[src/rtl/sid_i2s_tx_pkg.sv]
`default_nettype none
// +----------------------------------------------------------------------------+
// | sid_i2s_tx_pkg : shared types and constants for the SID I2S output stage.  |
// | Rev 1.0  initial release                                                   |
// +----------------------------------------------------------------------------+
package sid_i2s_tx_pkg;

    typedef logic [47:0] audio_t;
    typedef logic [63:0] i2s_frame_t;

    localparam int I2S_SLOT_BITS  = 32;
    localparam int I2S_FRAME_BITS = 64;
    localparam int I2S_DATA_BITS  = 24;
    localparam int I2S_PAD_BITS   = I2S_SLOT_BITS - I2S_DATA_BITS;

    // Left sample in the upper slot, right in the lower, each MSB-aligned with zero pad.
    function automatic i2s_frame_t i2s_frame(input audio_t a);
        return {a[47:24], {I2S_PAD_BITS{1'b0}}, a[23:0], {I2S_PAD_BITS{1'b0}}};
    endfunction

endpackage
`default_nettype wire

[src/rtl/sid_i2s_clkgen.sv]
`default_nettype none
// +----------------------------------------------------------------------------+
// | sid_i2s_clkgen : BCLK divider, 6-bit frame bit counter, LRCLK and the      |
// |                  BCLK fall-event strobe.                                   |
// | Rev 1.0  initial release                                                   |
// +----------------------------------------------------------------------------+
module sid_i2s_clkgen #(
    parameter int BCLK_HALF = 4
) (
    input  logic       clk,
    input  logic       rst_n,
    output logic       o_bclk,
    output logic       o_lrclk,
    output logic       o_fall,
    output logic [5:0] o_bit_nxt
);

    localparam int DIV_W = (BCLK_HALF > 1) ? $clog2(BCLK_HALF) : 1;

    logic [DIV_W-1:0] r_div_cnt;
    logic             r_bclk;
    logic             r_lrclk;
    logic [5:0]       r_bit_cnt;
    logic             w_wrap;
    logic             w_fall;
    logic [5:0]       w_bit_nxt;

    assign w_wrap    = (r_div_cnt == DIV_W'(BCLK_HALF - 1));
    assign w_fall    = w_wrap & r_bclk;
    assign w_bit_nxt = r_bit_cnt + 6'd1;

    always_ff @(posedge clk or negedge rst_n) begin
        if (!rst_n) begin
            r_div_cnt <= '0;
            r_bclk    <= 1'b0;
            r_lrclk   <= 1'b0;
            r_bit_cnt <= 6'd63;
        end else begin
            r_div_cnt <= w_wrap ? '0 : r_div_cnt + DIV_W'(1);
            if (w_wrap) begin
                r_bclk <= ~r_bclk;
            end
            // Bit counter and word select advance only on the BCLK falling transition.
            if (w_fall) begin
                r_bit_cnt <= w_bit_nxt;
                r_lrclk   <= w_bit_nxt[5];
            end
        end
    end

    assign o_bclk    = r_bclk;
    assign o_lrclk   = r_lrclk;
    assign o_fall    = w_fall;
    assign o_bit_nxt = w_bit_nxt;

endmodule
`default_nettype wire

[src/rtl/sid_i2s_tx.sv]
`default_nettype none
// +----------------------------------------------------------------------------+
// | sid_i2s_tx : captures SID stereo samples and serializes them as a 64-bit   |
// |              I2S frame. Define SID_I2S_LJ_EN for left-justified format.    |
// | Rev 1.0  initial release                                                   |
// +----------------------------------------------------------------------------+
module sid_i2s_tx
    import sid_i2s_tx_pkg::*;
#(
    parameter int BCLK_HALF = 4
) (
    input  logic   clk,
    input  logic   rst_n,
    input  audio_t audio_i,
    input  logic   audio_stb,
    output logic   i2s_bclk,
    output logic   i2s_lrclk,
    output logic   i2s_sd,
    output logic   frame_o,
    output logic   stale_o
);

`ifdef SID_I2S_LJ_EN
    localparam logic [5:0] c_LOAD_CNT = 6'd0;
`else
    localparam logic [5:0] c_LOAD_CNT = 6'd1;
`endif

    logic       w_fall;
    logic [5:0] w_bit_nxt;
    logic       w_load;
    i2s_frame_t w_word;

    audio_t     r_pending;
    logic       r_fresh;
    i2s_frame_t r_shifter;
    logic       r_sd;
    logic       r_frame;
    logic       r_stale;

    sid_i2s_clkgen #(
        .BCLK_HALF (BCLK_HALF)
    ) u_clkgen (
        .clk       (clk),
        .rst_n     (rst_n),
        .o_bclk    (i2s_bclk),
        .o_lrclk   (i2s_lrclk),
        .o_fall    (w_fall),
        .o_bit_nxt (w_bit_nxt)
    );

    assign w_load = w_fall && (w_bit_nxt == c_LOAD_CNT);
    assign w_word = i2s_frame(r_pending);

    always_ff @(posedge clk or negedge rst_n) begin
        if (!rst_n) begin
            r_pending <= '0;
            r_fresh   <= 1'b0;
            r_shifter <= '0;
            r_sd      <= 1'b0;
            r_frame   <= 1'b0;
            r_stale   <= 1'b0;
        end else begin
            if (audio_stb) begin
                r_pending <= audio_i;
            end
            // A strobe landing on the load clock keeps the new sample marked fresh.
            if (audio_stb) begin
                r_fresh <= 1'b1;
            end else if (w_load) begin
                r_fresh <= 1'b0;
            end
            r_frame <= w_load;
            if (w_load) begin
                r_sd      <= w_word[I2S_FRAME_BITS-1];
                r_shifter <= {w_word[I2S_FRAME_BITS-2:0], 1'b0};
                r_stale   <= ~r_fresh;
            end else if (w_fall) begin
                r_sd      <= r_shifter[I2S_FRAME_BITS-1];
                r_shifter <= {r_shifter[I2S_FRAME_BITS-2:0], 1'b0};
            end
        end
    end

    assign i2s_sd  = r_sd;
    assign frame_o = r_frame;
    assign stale_o = r_stale;

endmodule
`default_nettype wire

[config.mk]
export PLATFORM = sky130hd
export DESIGN_NAME = sid_i2s_tx
export DESIGN_NICKNAME = d
export VERILOG_FILES = /design/src/rtl/sid_i2s_tx_pkg.sv /design/src/rtl/sid_i2s_clkgen.sv /design/src/rtl/sid_i2s_tx.sv
export SDC_FILE = /design/constraint.sdc
export NUM_CORES = 1
export LEC_CHECK = 0
export CORE_MARGIN = 2
export CORE_UTILIZATION = 40
export CTS_BUF_LIST = sky130_fd_sc_hd__clkbuf_8
export DETAILED_ROUTE_END_ITERATION = 8
export GPL_TIMING_DRIVEN = 0
export SYNTH_ARGS = -nofsm -noshare
export SYNTH_HDL_FRONTEND = slang
export SYNTH_HIERARCHICAL = 1
export SYNTH_SLANG_ARGS = --single-unit
[constraint.sdc]
create_clock -name clk -period 2.58 [get_ports clk]
set_input_delay 0.516 -clock clk [delete_from_list [all_inputs] [get_ports clk]]
set_output_delay 0.516 -clock clk [all_outputs]
set_load 0.05 [all_outputs]
### Word-level counts from Yosys, hierarchy flattened

Index checks and enable logic that the tools add are counted.

| operators by class | value |
|---|---|
| eq/ne operators | 2 |
| add/sub/neg operators | 2 |
| reductions and logical operators | 3 |
| mux-type cells | 7 |
| bitwise operators | 3 |

Operator list:

| cell | count |
|---|---|
| $mux W64 | 2 |
| $add A6 B1 Y6 const B | 1 |
| $eq A6 B1 Y1 const B | 1 |
| $mux W1 | 4 |
| $reduce_bool A2 Y1 | 2 |
| $add A2 B1 Y2 const B | 1 |
| $eq A2 B2 Y1 const B | 1 |
| $mux W2 | 1 |
| $not A1 Y1 | 2 |
| $and A1 B1 Y1 | 1 |
| $logic_and A1 B1 Y1 | 1 |

| storage, ports and cells | value |
|---|---|
| word-level logic and storage cells | 27 |
| output and inout port bits | 5 |
| register bits after elaboration | 126 |
| input bits | 51 |

### Depth between registers and ports, before layout

| logic depth | value |
|---|---|
| depth in word-level cells | 5 |
| depth in mapped cells | 9 |
| depth with buffers taken out | 7 |

### Hierarchy

Netlist, hierarchy kept.

Modules (own cells, without submodules):

| module | cells an instance | instances | seq. area each (um^2) | area an instance (um^2) |
|---|---|---|---|---|
| sid_i2s_tx | 455 | 1 | 2677.6 | 4613.2 |
| sid_i2s_clkgen | 39 | 1 | 257.7 | 452.9 |

### Worst setup path after synthesis

No wires, ideal clock.

| path | value |
|---|---|
| kind | register to register |
| start | register u_clkgen.r_bit_cnt[0] |
| end | register r_shifter[49] |
| path buffers | 3 |
| library setup time | 0.126 ns |
| arrival time | 2.377 ns |
| setup slack | 0.077 ns |
| data required time | 2.454 ns |
| clock period less this slack | 2.503 ns |
| cell stages (with the launch flop) | 10 |
| cells stage by stage | dfstp_2 > ha_1 > nand3_1 > xnor2_1 > or4b_1 > buf_2 > or2_1 > buf_6 > buf_6 > a221o_1 |

| between the ends | value |
|---|---|
| word-level cells in the longest chain between the ends | 4 |
| elaborated cells on any way between the ends | 5 |
| those cells by class | add/sub (1); eq/ne (1); mux (1); reduce/logical (2) |

RTL lines:

| element | line | RTL |
|---|---|---|
| start: declaration | sid_i2s_clkgen.sv:23 | `logic [5:0] r_bit_cnt;` |
| start signal: assignment | sid_i2s_clkgen.sv:45 | `r_bit_cnt <= w_bit_nxt;` |
| $add A6 B1 Y6 * | sid_i2s_clkgen.sv:30 | `assign w_bit_nxt = r_bit_cnt + 6'd1;` |
| via w_bit_nxt[4] | sid_i2s_tx.sv:30 | `logic [5:0] w_bit_nxt;` |
| $eq A6 B1 Y1 * | sid_i2s_tx.sv:52 | `assign w_load = w_fall && (w_bit_nxt == c_LOAD_CNT);` |
| $logic_and A1 B1 Y1 * | sid_i2s_tx.sv:52 |  |
| $mux W64 / $reduce_bool A2 Y1 (equally long branches) | - |  |
| end signal: assignment | sid_i2s_tx.sv:76 | `r_shifter <= {w_word[I2S_FRAME_BITS-2:0], 1'b0};` |
| end signal: assignment | sid_i2s_tx.sv:80 | `r_shifter <= {r_shifter[I2S_FRAME_BITS-2:0], 1'b0};` |
| end: declaration | sid_i2s_tx.sv:36 | `i2s_frame_t r_shifter;` |

Mark *: on every way through the listed nets, which the timed path passes. The rest lies on a longest branch.
A chain may end at the register's enable or synchronous reset.

### Final worst setup path

| path | value |
|---|---|
| start | register u_clkgen.r_bit_cnt[1] |
| end | register r_shifter[21] |

The elaborated chain is that of the path after synthesis.

==> out/qor.yml <==
sta:
  tightestPinTransition_ns: 0.553
  finalWorstSetupSlack_ns: 0.0527
  fmax_mhz: 396
  slew_headroom_pct: 63.1
  whs_ns: 0.430
  slew_viol_final: 0
  fin_crit_ns: 2.53
  clock-skew-final_ns: 0.0129
  grt_setup_unrepaired: "true"
  final.period_utilization_pct: 98.0
  setup_viol: 0
  hold_violations: 0
final_layout:
  final_layout_size_suffix_gt1_share_pct: 11.6
  nets: 626
  synthToLayoutAreaGrowth_pct: 27.9
  finalInstanceArea_mm2: 0.00648
  fill_cells: 1181
  instances_no_fill: 758
  antennaDiodeCount: 0
worst_setup_path:
  crit_path_end_kind: "flip-flop"
  path_max_fanout: 5
  start_kind: "flip-flop"
  cp.required_ns: 2.89
  crit_type: "reg -> reg"
  crit_arrival_ns: 2.83
clock_tree:
  worstSkewPairLatency_ns: 0.43
  cts_tree: "yes"
  htree_levels: 4
  cts_buffers: 17
  clockRootBuffer: "clkbuf_8"
  cts.reportedPaths.clkPinSlew_ns: 0.07
  cts_sinks: 117
  clk_path_buf_depth: 2
yosys:
  synth_fp_nets: 547
  ys_seq_elements: 117
  synth_cell_types: 31
  synth-seq-area-share_pct: 57.9
  syn_area_mm2: 0.00507
  synth-main-ff-cell: "dfrtp_1"
  synth_warnings: 6
  syn_avg_cell_area_um2: 10.3
  synthArstFlopShare_pct: 100
  synth_edf_count: 0
  netlist_instances: 494
global_route:
  grt_max_degree: 84
  antenna_found_initial: 0
  grt_overflow: 0
  track_usage_pct: 18.9
  grt_pass1_vias: 3980
  grt_pass1_wl_um: 19800
placement:
  dpl.hpwl_um: 7610
  place_ws_ns: -0.233
  port_buffers: 54
  placed_cells: 721
  postPlaceCellArea_mm2: 0.00585
  place.gp.congestion: 0.776
status:
  outcome: "finished clean"
route:
  wl_um: 11700
  drc: 0
  routedWlPerCell_um: 15.4
  vias_per_cell: 5.12
  drtIter0Drc: 193
  via_count: 3878
  dr.pass1.iters: 4
  ant_nets: 0
power_and_ir_drop:
  power_frac_clock_pct: 47.7
  p_comb_share_pct: 7.0
  leakagePower_nw: 2.82
  p_int_mw: 3.52
  switchingPower_mw: 0.929
  peakVddDrop_v: 0.000458
  seqPwrFrac_pct: 45.3
  powerDensity_mw_per_mm2: 687
  switching_share_pct: 20.9
floorplan:
  core_mm2: 0.0125
  die_w_um: 117
  die_h_um: 117
  die-area_mm2: 0.0136
  rows: 41
  io_pins: 56
  start_util_pct: 40.5
flow_run:
  maxCapViolCount: 0
worst_hold_path:
  hp-class: "reg -> reg"
kinds of logic after synthesis:
family,count (synthesis),synth area share [%]
mux,6,1.33
fa+ha+maj,2,0.494
xor+xnor,9,1.56
buf+inv,90,7.43
simple gates,156,14.9
compound gates,114,16.4
flops,117,57.9
Yosys cell counts, drive strengths merged (8+ instances only):
cell     count  area share [%]
nand2       60             4.4
a221o       37             7.3
buf          8             1.4
o21ai       51             5.0
nor2        13            0.96
clkbuf      31             2.3
and2        33             4.1
inv         49             3.6
nor3        38             3.8
dfrtp      111              55
o2bb2ai      8             1.4
repair_timing:
| item | CTS | global route |
|---|---|---|
| hold buffers | 1 | 0 |
| gates resized for setup | 11 | 13 |
| gates cloned | 0 | 2 |
| buffers inserted | 2 | 1 |
| endpoints found under the hold margin | 34 | 0 |
| pin swaps | 0 | 4 |
| endpoints found under the setup margin | 43 | 45 |
critical path, stage by stage, from the launching register on:
cell and delay, ns:
dfstp_2 0.58, ha_4 0.17, nand3_2 0.09, xnor2_1 0.12
or4b_1 0.48, buf_6 0.15, or2_4 0.23, buf_8 0.15
buf_8 0.13, a221o_1 0.32
power by group through the flow:
stage                     Combinational, mW  Sequential (mW)  Clock [mW]
after floorplan                       0.151             2.04           0
after global placement                0.303             2.05           0
after detailed placement              0.315             2.05           0
after CTS                             0.320             2.01        2.17
after global routing                  0.356             2.03        2.24
final                                 0.312             2.02        2.12
area by class of cell:
cell class / count / area [µm²] / share of cell area (%)
Tap cell: 172 / 215 / 3.32
Clock buffer: 23 / 317 / 4.89
Timing Repair Buffer: 61 / 632 / 9.75
Sequential cell: 117 / 2940 / 45.3
Clock inverter: 9 / 194 / 2.99
Multi-Input combinational cell: 287 / 1780 / 27.4
Inverter: 51 / 191 / 2.95
Buffer: 38 / 219 / 3.38
final timing paths:
path | start | to | slack, ns | depth (start not counted)
max | u_clkgen/r_bit_cnt[1]$_DFFE_PN1P_ | r_shifter[21]$_DFFE_PN0P_ | 0.05 | 9
min | u_clkgen/r_div_cnt[0]$_DFF_PN0_ | u_clkgen/r_div_cnt[0]$_DFF_PN0_ | 0.43 | 1
max reg2reg | u_clkgen/r_bit_cnt[1]$_DFFE_PN1P_ | r_shifter[21]$_DFFE_PN0P_ | 0.05 | 9
min reg2reg | u_clkgen/r_div_cnt[0]$_DFF_PN0_ | u_clkgen/r_div_cnt[0]$_DFF_PN0_ | 0.43 | 1
max in group asynchronous | rst_n | u_clkgen/r_bit_cnt[5]$_DFFE_PN1P_ | 1.29 | 3
min in group asynchronous | rst_n | r_pending[38]$_DFFE_PN0P_ | 0.54 | 2
per-stage QoR:
stage / setup TNS (ns) / util (%) / total power [mW]
final: 0 / 51.8 / 4.45
after global routing: -0.423 / 51.8 / 4.63
after floorplan: 0 / - / 2.19
after detailed placement: -4.26 / 46.7 / 2.36
after CTS: 0 / 51.3 / 4.50
after global placement: -404.05 / 46.5 / 2.35
flip-flops by register name, indices dropped and copies added (netlist names):
register	flops
r_shifter	55
r_pending	48
u_clkgen/r_bit_cnt	6
u_clkgen/r_div_cnt	2
frame_o	1
i2s_sd	1
r_fresh	1
stale_o	1
u_clkgen/o_bclk	1
u_clkgen/o_lrclk	1
routing by layer:
layer	vias up	routed length [µm]	track usage, %	part of all wire (%)
met2	82	5390	29.8	46
met3	10	496	4.77	4.2
met1	1945	5650	25.8	48
li1	1841	-	-	-
met5	-	0	0	0
met4	0	149	6.27	1.3
cell usage in the layout, fill, tap and decap left out, drive strengths merged, types with 2 or more instances in the layout:
cell | synthesis | final
ha | 2 | 2
nand2 | 60 | 60
o211ai | 6 | 6
nor2 | 13 | 13
o221ai | 4 | 4
clkdlybuf4s50 | 0 | 53
clkbuf | 31 | 53
a31oi | 6 | 6
o21ai | 51 | 51
xnor2 | 4 | 4
o2bb2ai | 8 | 8
nor3 | 38 | 38
nand3 | 3 | 3
a221o | 37 | 37
or3 | 6 | 6
dfstp | 6 | 6
clkinv | 2 | 4
dfrtp | 111 | 111
inv | 49 | 50
mux2 | 6 | 6
xor2 | 5 | 5
bufinv | 0 | 6
and2 | 33 | 33
buf | 8 | 15
Power figures use the tool's default switching activity.
